### src/rtl/color_threshold_tracker.sv
// rtl/color_threshold_tracker.sv - RGB565 colour-threshold classifier with per-frame match count and bounding box
module color_threshold_tracker #(
    parameter int          X_WIDTH     = 11,
    parameter int          Y_WIDTH     = 10,
    parameter int          COUNT_WIDTH = 20,
    parameter logic [15:0] MARK_COLOR  = 16'h07E0
) (
    input  logic                   clock,
    input  logic                   reset,
    input  logic [15:0]            pixelIn,
    input  logic                   pixelValidIn,
    input  logic                   newLine,
    input  logic                   newScreen,
    input  logic                   cfgWe,
    input  logic [1:0]             cfgAddr,
    input  logic [15:0]            cfgData,
    output logic [15:0]            pixelOut,
    output logic                   pixelValidOut,
    output logic                   matchOut,
    output logic [COUNT_WIDTH-1:0] matchCount,
    output logic [X_WIDTH-1:0]     bboxXMin,
    output logic [X_WIDTH-1:0]     bboxXMax,
    output logic [Y_WIDTH-1:0]     bboxYMin,
    output logic [Y_WIDTH-1:0]     bboxYMax,
    output logic                   statsValid
);
    localparam logic [15:0]            MIN_RST = 16'hC018;
    localparam logic [15:0]            MAX_RST = 16'hF9FF;
    localparam logic [X_WIDTH-1:0]     X_ONES  = '1;
    localparam logic [Y_WIDTH-1:0]     Y_ONES  = '1;
    localparam logic [COUNT_WIDTH-1:0] C_ONES  = '1;

    logic [15:0] min_thr_q, max_thr_q;
    logic [1:0]  mode_q;

    always_ff @(posedge clock or posedge reset) begin
        if (reset) begin
            min_thr_q <= MIN_RST;
            max_thr_q <= MAX_RST;
            mode_q    <= 2'd1;
        end else if (cfgWe) begin
            case (cfgAddr)
                2'd0:    min_thr_q <= cfgData;
                2'd1:    max_thr_q <= cfgData;
                2'd2:    mode_q    <= cfgData[1:0];
                default: ;
            endcase
        end
    end

    // Stage 1: position of the incoming pixel and channel window compares
    logic [X_WIDTH-1:0] pos_x_q, x_cur;
    logic [Y_WIDTH-1:0] pos_y_q, y_cur;
    logic [2:0]         pass_cur;

    always_comb begin
        x_cur = (pos_x_q == X_ONES) ? pos_x_q : pos_x_q + 1'b1;
        if (newLine || newScreen) x_cur = '0;
        y_cur = pos_y_q;
        if (newScreen)                      y_cur = '0;
        else if (newLine && pos_y_q != Y_ONES) y_cur = pos_y_q + 1'b1;
        pass_cur[2] = (pixelIn[15:11] >= min_thr_q[15:11]) && (pixelIn[15:11] <= max_thr_q[15:11]);
        pass_cur[1] = (pixelIn[10:5]  >= min_thr_q[10:5])  && (pixelIn[10:5]  <= max_thr_q[10:5]);
        pass_cur[0] = (pixelIn[4:0]   >= min_thr_q[4:0])   && (pixelIn[4:0]   <= max_thr_q[4:0]);
    end

    logic               s1_valid_q, s1_screen_q;
    logic [15:0]        s1_pixel_q;
    logic [X_WIDTH-1:0] s1_x_q;
    logic [Y_WIDTH-1:0] s1_y_q;
    logic [2:0]         s1_pass_q;
    logic [1:0]         s1_mode_q;

    always_ff @(posedge clock or posedge reset) begin
        if (reset) begin
            pos_x_q     <= '0;
            pos_y_q     <= '0;
            s1_valid_q  <= 1'b0;
            s1_screen_q <= 1'b0;
            s1_pixel_q  <= '0;
            s1_x_q      <= '0;
            s1_y_q      <= '0;
            s1_pass_q   <= '0;
            s1_mode_q   <= 2'd1;
        end else begin
            s1_valid_q <= pixelValidIn;
            if (pixelValidIn) begin
                pos_x_q     <= x_cur;
                pos_y_q     <= y_cur;
                s1_screen_q <= newScreen;
                s1_pixel_q  <= pixelIn;
                s1_x_q      <= x_cur;
                s1_y_q      <= y_cur;
                s1_pass_q   <= pass_cur;
                s1_mode_q   <= mode_q;
            end
        end
    end

    // Stage 2: recolour, accumulate, and publish stats on frame close
    logic                   hit, close;
    logic [15:0]            pixel_d;
    logic                   seen_q, seen_d, stats_valid_d;
    logic [COUNT_WIDTH-1:0] acc_cnt_q, acc_cnt_d, st_cnt_q, st_cnt_d;
    logic [X_WIDTH-1:0]     acc_xmin_q, acc_xmin_d, acc_xmax_q, acc_xmax_d;
    logic [X_WIDTH-1:0]     st_xmin_q, st_xmin_d, st_xmax_q, st_xmax_d;
    logic [Y_WIDTH-1:0]     acc_ymin_q, acc_ymin_d, acc_ymax_q, acc_ymax_d;
    logic [Y_WIDTH-1:0]     st_ymin_q, st_ymin_d, st_ymax_q, st_ymax_d;

    always_comb begin
        hit   = s1_valid_q && (&s1_pass_q);
        close = s1_valid_q && s1_screen_q;
        case (s1_mode_q)
            2'd0:    pixel_d = s1_pixel_q;
            2'd1:    pixel_d = hit ? MARK_COLOR : s1_pixel_q;
            2'd2:    pixel_d = hit ? MARK_COLOR : 16'h0000;
            default: pixel_d = hit ? s1_pixel_q : 16'h0000;
        endcase
        seen_d        = seen_q;
        stats_valid_d = 1'b0;
        acc_cnt_d     = acc_cnt_q;
        acc_xmin_d    = acc_xmin_q;
        acc_xmax_d    = acc_xmax_q;
        acc_ymin_d    = acc_ymin_q;
        acc_ymax_d    = acc_ymax_q;
        st_cnt_d      = st_cnt_q;
        st_xmin_d     = st_xmin_q;
        st_xmax_d     = st_xmax_q;
        st_ymin_d     = st_ymin_q;
        st_ymax_d     = st_ymax_q;
        if (close) begin
            if (seen_q) begin
                st_cnt_d      = acc_cnt_q;
                st_xmin_d     = acc_xmin_q;
                st_xmax_d     = acc_xmax_q;
                st_ymin_d     = acc_ymin_q;
                st_ymax_d     = acc_ymax_q;
                stats_valid_d = 1'b1;
            end
            seen_d     = 1'b1;
            acc_cnt_d  = '0;
            acc_xmin_d = X_ONES;
            acc_xmax_d = '0;
            acc_ymin_d = Y_ONES;
            acc_ymax_d = '0;
        end
        if (hit) begin
            if (acc_cnt_d != C_ONES)   acc_cnt_d  = acc_cnt_d + 1'b1;
            if (s1_x_q < acc_xmin_d)   acc_xmin_d = s1_x_q;
            if (s1_x_q > acc_xmax_d)   acc_xmax_d = s1_x_q;
            if (s1_y_q < acc_ymin_d)   acc_ymin_d = s1_y_q;
            if (s1_y_q > acc_ymax_d)   acc_ymax_d = s1_y_q;
        end
    end

    always_ff @(posedge clock or posedge reset) begin
        if (reset) begin
            pixelOut      <= '0;
            pixelValidOut <= 1'b0;
            matchOut      <= 1'b0;
            statsValid    <= 1'b0;
            seen_q        <= 1'b0;
            acc_cnt_q     <= '0;
            acc_xmin_q    <= X_ONES;
            acc_xmax_q    <= '0;
            acc_ymin_q    <= Y_ONES;
            acc_ymax_q    <= '0;
            st_cnt_q      <= '0;
            st_xmin_q     <= X_ONES;
            st_xmax_q     <= '0;
            st_ymin_q     <= Y_ONES;
            st_ymax_q     <= '0;
        end else begin
            pixelOut      <= pixel_d;
            pixelValidOut <= s1_valid_q;
            matchOut      <= hit;
            statsValid    <= stats_valid_d;
            seen_q        <= seen_d;
            acc_cnt_q     <= acc_cnt_d;
            acc_xmin_q    <= acc_xmin_d;
            acc_xmax_q    <= acc_xmax_d;
            acc_ymin_q    <= acc_ymin_d;
            acc_ymax_q    <= acc_ymax_d;
            st_cnt_q      <= st_cnt_d;
            st_xmin_q     <= st_xmin_d;
            st_xmax_q     <= st_xmax_d;
            st_ymin_q     <= st_ymin_d;
            st_ymax_q     <= st_ymax_d;
        end
    end

    assign matchCount = st_cnt_q;
    assign bboxXMin   = st_xmin_q;
    assign bboxXMax   = st_xmax_q;
    assign bboxYMin   = st_ymin_q;
    assign bboxYMax   = st_ymax_q;
endmodule

### config.mk
export PLATFORM = sky130hd
export DESIGN_NAME = color_threshold_tracker
export DESIGN_NICKNAME = d
export VERILOG_FILES = /design/src/rtl/color_threshold_tracker.sv
export SDC_FILE = /design/constraint.sdc
export NUM_CORES = 1
export LEC_CHECK = 0
export CAP_MARGIN = 20
export CORE_UTILIZATION = 50
export DETAILED_ROUTE_END_ITERATION = 7
export PLACE_DENSITY_LB_ADDON = 0.1
export SLEW_MARGIN = 20
export SYNTH_ARGS = -nofsm -noshare
export SYNTH_HDL_FRONTEND = slang
export SYNTH_SLANG_ARGS = --single-unit
### constraint.sdc
create_clock -name clock -period 7.5 [get_ports clock]
set_clock_uncertainty 0.2 [all_clocks]
set_input_delay 1.125 -clock clock [delete_from_list [all_inputs] [get_ports clock]]
set_output_delay 1.125 -clock clock [all_outputs]
set_load 0.005 [all_outputs]
==> impl_metrics.prom <==
# TYPE chip_impl_metric gauge
chip_impl_metric{name="ctsHtreeMaxLevel",unit=""} 1
chip_impl_metric{name="wl_per_cell",unit="um"} 16.6
chip_impl_metric{name="report.final.setup_viol",unit=""} 0
chip_impl_info{name="crit_type",value="flop to flop"} 1
chip_impl_metric{name="largest_net_degree_at_the_start_of_global_routing",unit=""} 156
chip_impl_metric{name="route.final.wire_length",unit="mm"} 23.0
chip_impl_metric{name="placeableCoreArea",unit="um2"} 21200
chip_impl_metric{name="syn_avg_cell_area",unit="um2"} 11.2
chip_impl_info{name="clock_tree_from_tritoncts",value="done"} 1
chip_impl_metric{name="final_layout_size_suffix_gt1_share",unit="%"} 20.1
chip_impl_metric{name="max-clock-path-buffers",unit=""} 3
chip_impl_info{name="hold-path-endpoint",value="pixelOut[9]$_DFF_PP0_"} 1
chip_impl_metric{name="initial_utilization",unit="%"} 51.4
chip_impl_metric{name="clock_buffer_count_from_cts",unit=""} 24
chip_impl_metric{name="place.detailed.hpwl",unit="mm"} 16.1
chip_impl_metric{name="grt_pass1_vias",unit=""} 7641
chip_impl_metric{name="critPathMaxFanout",unit=""} 22
chip_impl_metric{name="grt_antenna_before_repair",unit=""} 1
chip_impl_metric{name="regToRegSetupSlack",unit="ns"} 4.11
chip_impl_metric{name="drv_cap",unit=""} 0
chip_impl_metric{name="via_per_inst",unit=""} 5.49
chip_impl_metric{name="period_minus_slack",unit="ns"} 3.39
chip_impl_metric{name="design.die.area",unit="um2"} 22400
chip_impl_metric{name="design.final.nets",unit=""} 1206
chip_impl_metric{name="placed_cells",unit=""} 1340
chip_impl_metric{name="ctsHoldBuffers",unit=""} 0
chip_impl_metric{name="p_sw",unit="uW"} 781
chip_impl_metric{name="grtUsageTotal",unit="%"} 21.6
chip_impl_metric{name="total_via_count_after_detailed_routing",unit=""} 7598
chip_impl_info{name="min-delay-start",value="s1_pixel_q[9]$_DFFE_PP0P_"} 1
chip_impl_metric{name="p_comb_share",unit="%"} 15.8
chip_impl_info{name="critPathTopFamily",value="compound AO/OA/AOI/OAI gates"} 1
chip_impl_metric{name="layout_worst_path_cycle_share",unit="%"} 45.2
chip_impl_metric{name="synthCells",unit=""} 970
chip_impl_info{name="cts_root_buffer",value="sky130_fd_sc_hd__clkbuf_16"} 1
chip_impl_metric{name="reg2regPathDepth",unit=""} 8
chip_impl_metric{name="cp.arrival",unit="ns"} 3.58
chip_impl_metric{name="pin_count",unit=""} 121
chip_impl_metric{name="postSynth.asyncResetShare",unit="%"} 100
chip_impl_metric{name="slowest_delay",unit="ns"} 0.58
chip_impl_metric{name="timing.hold.worst_path_depth",unit=""} 1
chip_impl_metric{name="vdd.ir_drop.worst",unit="mV"} 0.186
chip_impl_metric{name="smallest_setup_slack_after_layout",unit="ns"} 4.11
chip_impl_metric{name="synth.lib_cells_used.distinct",unit=""} 60
chip_impl_metric{name="final-max-slew-violation-count",unit=""} 0
chip_impl_info{name="crit_top_cell",value="sky130_fd_sc_hd__nand2_1"} 1
chip_impl_metric{name="nFillCells",unit=""} 1749
chip_impl_info{name="hp-class",value="flop to flop"} 1
chip_impl_metric{name="leakage",unit="nW"} 5.87
chip_impl_metric{name="detailedPlace.worstSlack",unit="ns"} 3.88
chip_impl_metric{name="worst-endpoint-required",unit="ns"} 7.69
chip_impl_metric{name="p_int",unit="mW"} 2.44
chip_impl_metric{name="critPathBufInv",unit=""} 1
chip_impl_metric{name="mappedNetlistArea",unit="um2"} 10900
chip_impl_metric{name="count_of_antenna_violating_nets_left_after_detailed_routing",unit=""} 0
chip_impl_metric{name="power_per_cell_area",unit="nW/um2"} 243
chip_impl_metric{name="clkSinkCount",unit=""} 222
chip_impl_metric{name="drc",unit=""} 0
chip_impl_metric{name="slew_headroom",unit="%"} 35.7
chip_impl_metric{name="global_placement_routability_congestion",unit=""} 0.819
chip_impl_metric{name="synth_warnings",unit=""} 0
chip_impl_info{name="crit_path_top_delay_cell",value="sky130_fd_sc_hd__o311a_1"} 1
chip_impl_metric{name="final_cell_count_no_fill",unit=""} 1384
chip_impl_metric{name="chipHeight",unit="um"} 150
chip_impl_metric{name="cts_resized",unit=""} 0
chip_impl_info{name="crit_path_end_kind",value="flop"} 1
chip_impl_metric{name="tritonroute_pass_1_iters",unit=""} 4
chip_impl_metric{name="first_pass_grt_wire_length",unit="mm"} 38.7
chip_impl_metric{name="placementRows",unit=""} 53
chip_impl_metric{name="overflow",unit=""} 0
chip_impl_metric{name="power.share.clock",unit="%"} 37.9
chip_impl_metric{name="initialDrtViolationCount",unit=""} 295
chip_impl_info{name="synthFlopType",value="sky130_fd_sc_hd__dfrtp_1"} 1
chip_impl_metric{name="fin_util",unit="%"} 62.4
chip_impl_metric{name="yosys_register_bits",unit=""} 222
chip_impl_metric{name="yosysSeqAreaShare",unit="%"} 51.7
chip_impl_metric{name="power_switching_share",unit="%"} 24.3
chip_impl_info{name="crit_path_start_kind",value="flop"} 1
chip_impl_metric{name="timing.fmax",unit="GHz"} 0.295
chip_impl_info{name="crit-reg2reg-launch",value="s1_valid_q$_DFF_PP0_"} 1
chip_impl_metric{name="final-hold-violation-count",unit=""} 0
chip_impl_metric{name="setup_total_neg_slack",unit="ns"} 0
chip_impl_metric{name="area.growth.synth_to_final",unit="%"} 21.5
chip_impl_info{name="unrepaired_setup_endpoints_after_global_routing",value="no"} 1
chip_impl_info{name="path_cells",value="nand2_1 -> buf_4 -> nand2_1 -> ha_1 -> nand4_1 -> o31ai_1 -> o311a_1 -> mux2_2"} 1
chip_impl_metric{name="number_of_port_buffers",unit=""} 120
chip_impl_metric{name="worst_setup_hold_path_clk_slew",unit="ns"} 0.06
chip_impl_info{name="run_status",value="completed"} 1
chip_impl_metric{name="pin_slew_with_the_least_headroom_to_its_limit",unit="ns"} 0.961
chip_impl_info{name="timing.rr.end",value="acc_ymax_q[0]$_DFF_PP0_"} 1
chip_impl_metric{name="diodes",unit=""} 0
chip_impl_metric{name="syn-num-nets",unit=""} 1085
chip_impl_metric{name="synth_edf_count",unit=""} 0
chip_impl_metric{name="clock_latency",unit="ns"} 0.51
chip_impl_metric{name="postCtsSetupRepairBufs",unit=""} 0
chip_impl_metric{name="die_x",unit="um"} 150
chip_impl_metric{name="sequentialPowerShare",unit="%"} 46.3
-- metrics by stage --
stage | power, mW | area, um2 | hold WS (ns)
floorplan | 1.79 | 10900 | 0.235
global placement | 2.01 | 12400 | 0.255
detailed placement | 2.03 | 12400 | 0.270
CTS | 3.26 | 13200 | 0.284
global route | 3.39 | 13200 | 0.303
finish | 3.22 | 13200 | 0.279
-- how the worst max path moves through the flow --
stage	from	endpoint	slack, ns	cells after the start
after floorplan	reset	acc_cnt_q[0]$_DFF_PP0_	0.20	1
after global placement	pixelValidIn	s1_y_q[7]$_DFFE_PP0P_	3.94	6
after detailed placement	pixelValidIn	s1_y_q[5]$_DFFE_PP0P_	3.88	6
after CTS	s1_valid_q$_DFF_PP0_	acc_ymax_q[0]$_DFF_PP0_	4.11	8
after global routing	s1_valid_q$_DFF_PP0_	acc_xmin_q[1]$_DFF_PP1_	3.79	10
final	s1_valid_q$_DFF_PP0_	acc_ymax_q[0]$_DFF_PP0_	4.11	8
-- worst reg2reg max path, stage by stage, from the launching register on --
cell and delay [ns]:
sky130_fd_sc_hd__dfrtp_1 0.49, sky130_fd_sc_hd__nand2_1 0.40, sky130_fd_sc_hd__buf_4 0.35, sky130_fd_sc_hd__nand2_1 0.12
sky130_fd_sc_hd__ha_1 0.32, sky130_fd_sc_hd__nand4_1 0.14, sky130_fd_sc_hd__o31ai_1 0.26, sky130_fd_sc_hd__o311a_1 0.58
sky130_fd_sc_hd__mux2_2 0.40
-- cell usage after synthesis (all sizes together), types with 7 or more instances --
master / n / area [um2]
dfstp: 62 / 1630
dfrtp: 160 / 4000
a211oi: 8 / 60.1
xnor2: 21 / 184
o32ai: 10 / 87.6
and3: 8 / 50.1
o21ai: 34 / 170
nor2: 52 / 195
a21oi: 42 / 210
nor3: 31 / 160
or3: 7 / 43.8
or4: 7 / 52.6
inv: 61 / 229
and2: 18 / 114
nand3: 13 / 65.1
mux2i: 31 / 310
a21o: 10 / 75.1
buf: 8 / 42.5
clkbuf: 28 / 105
nand4: 19 / 134
mux2: 103 / 1160
ha: 75 / 938
o31ai: 10 / 75.1
nand2: 92 / 345
-- metal layers --
| layer | vias up | wire length [um] | track usage, % |
|---|---|---|---|
| li1 | 3697 | - | - |
| met1 | 3723 | 10900 | 30.0 |
| met2 | 147 | 10700 | 35.7 |
| met3 | 29 | 1160 | 3.66 |
| met4 | 2 | 303 | 4.39 |
| met5 | - | 13 | 0 |
-- placed cells by master, fill, tap and decap left out, types with 34 or more instances in the layout --
cell and instances:
sky130_fd_sc_hd__mux2_2 103, sky130_fd_sc_hd__dfrtp_1 160, sky130_fd_sc_hd__ha_1 75, sky130_fd_sc_hd__nand2_1 91
sky130_fd_sc_hd__dfstp_2 62, sky130_fd_sc_hd__inv_1 60, sky130_fd_sc_hd__a21oi_1 42, sky130_fd_sc_hd__o21ai_0 34
sky130_fd_sc_hd__nor2_1 52, sky130_fd_sc_hd__clkdlybuf4s50_1 120
-- kinds of logic after synthesis --
family / Yosys count / share of synthesized area, %
compound gates: 149 / 8.87
flops: 222 / 51.7
mux: 134 / 13.5
fa+ha+maj: 75 / 8.61
buf+inv: 98 / 3.49
simple gates: 269 / 12.0
xor+xnor: 23 / 1.85
-- power groups by stage --
stage	clock network (mW)	logic, mW	registers (mW)
2_1_floorplan	0	0.303	1.49
3_3_place_gp	0	0.504	1.51
3_5_place_dp	0	0.516	1.51
4_1_cts	1.25	0.519	1.49
5_1_grt	1.30	0.576	1.51
6_report	1.22	0.510	1.49
-- sequential cells by signal (all words and copies together), names as in the netlist, 11 cells and up --
name and flops:
max_thr_q 16, matchCount 20, bboxXMax 11, pixelOut 16, s1_pixel_q 16, min_thr_q 16, s1_x_q 11, acc_xmin_q 11
acc_xmax_q 11, bboxXMin 11, acc_cnt_q 20
-- final cells by class --
type,count,area [um2],area share [%]
flip-flops and latches,222,5630,42.5
multi-input cells,650,4920,37.1
repair buffers,131,1280,9.69
clock buffers,36,707,5.34
well taps,275,344,2.60
inverters,62,245,1.85
clock inverters,8,118,0.888
No activity file was read; power rests on OpenSTA's default activity.
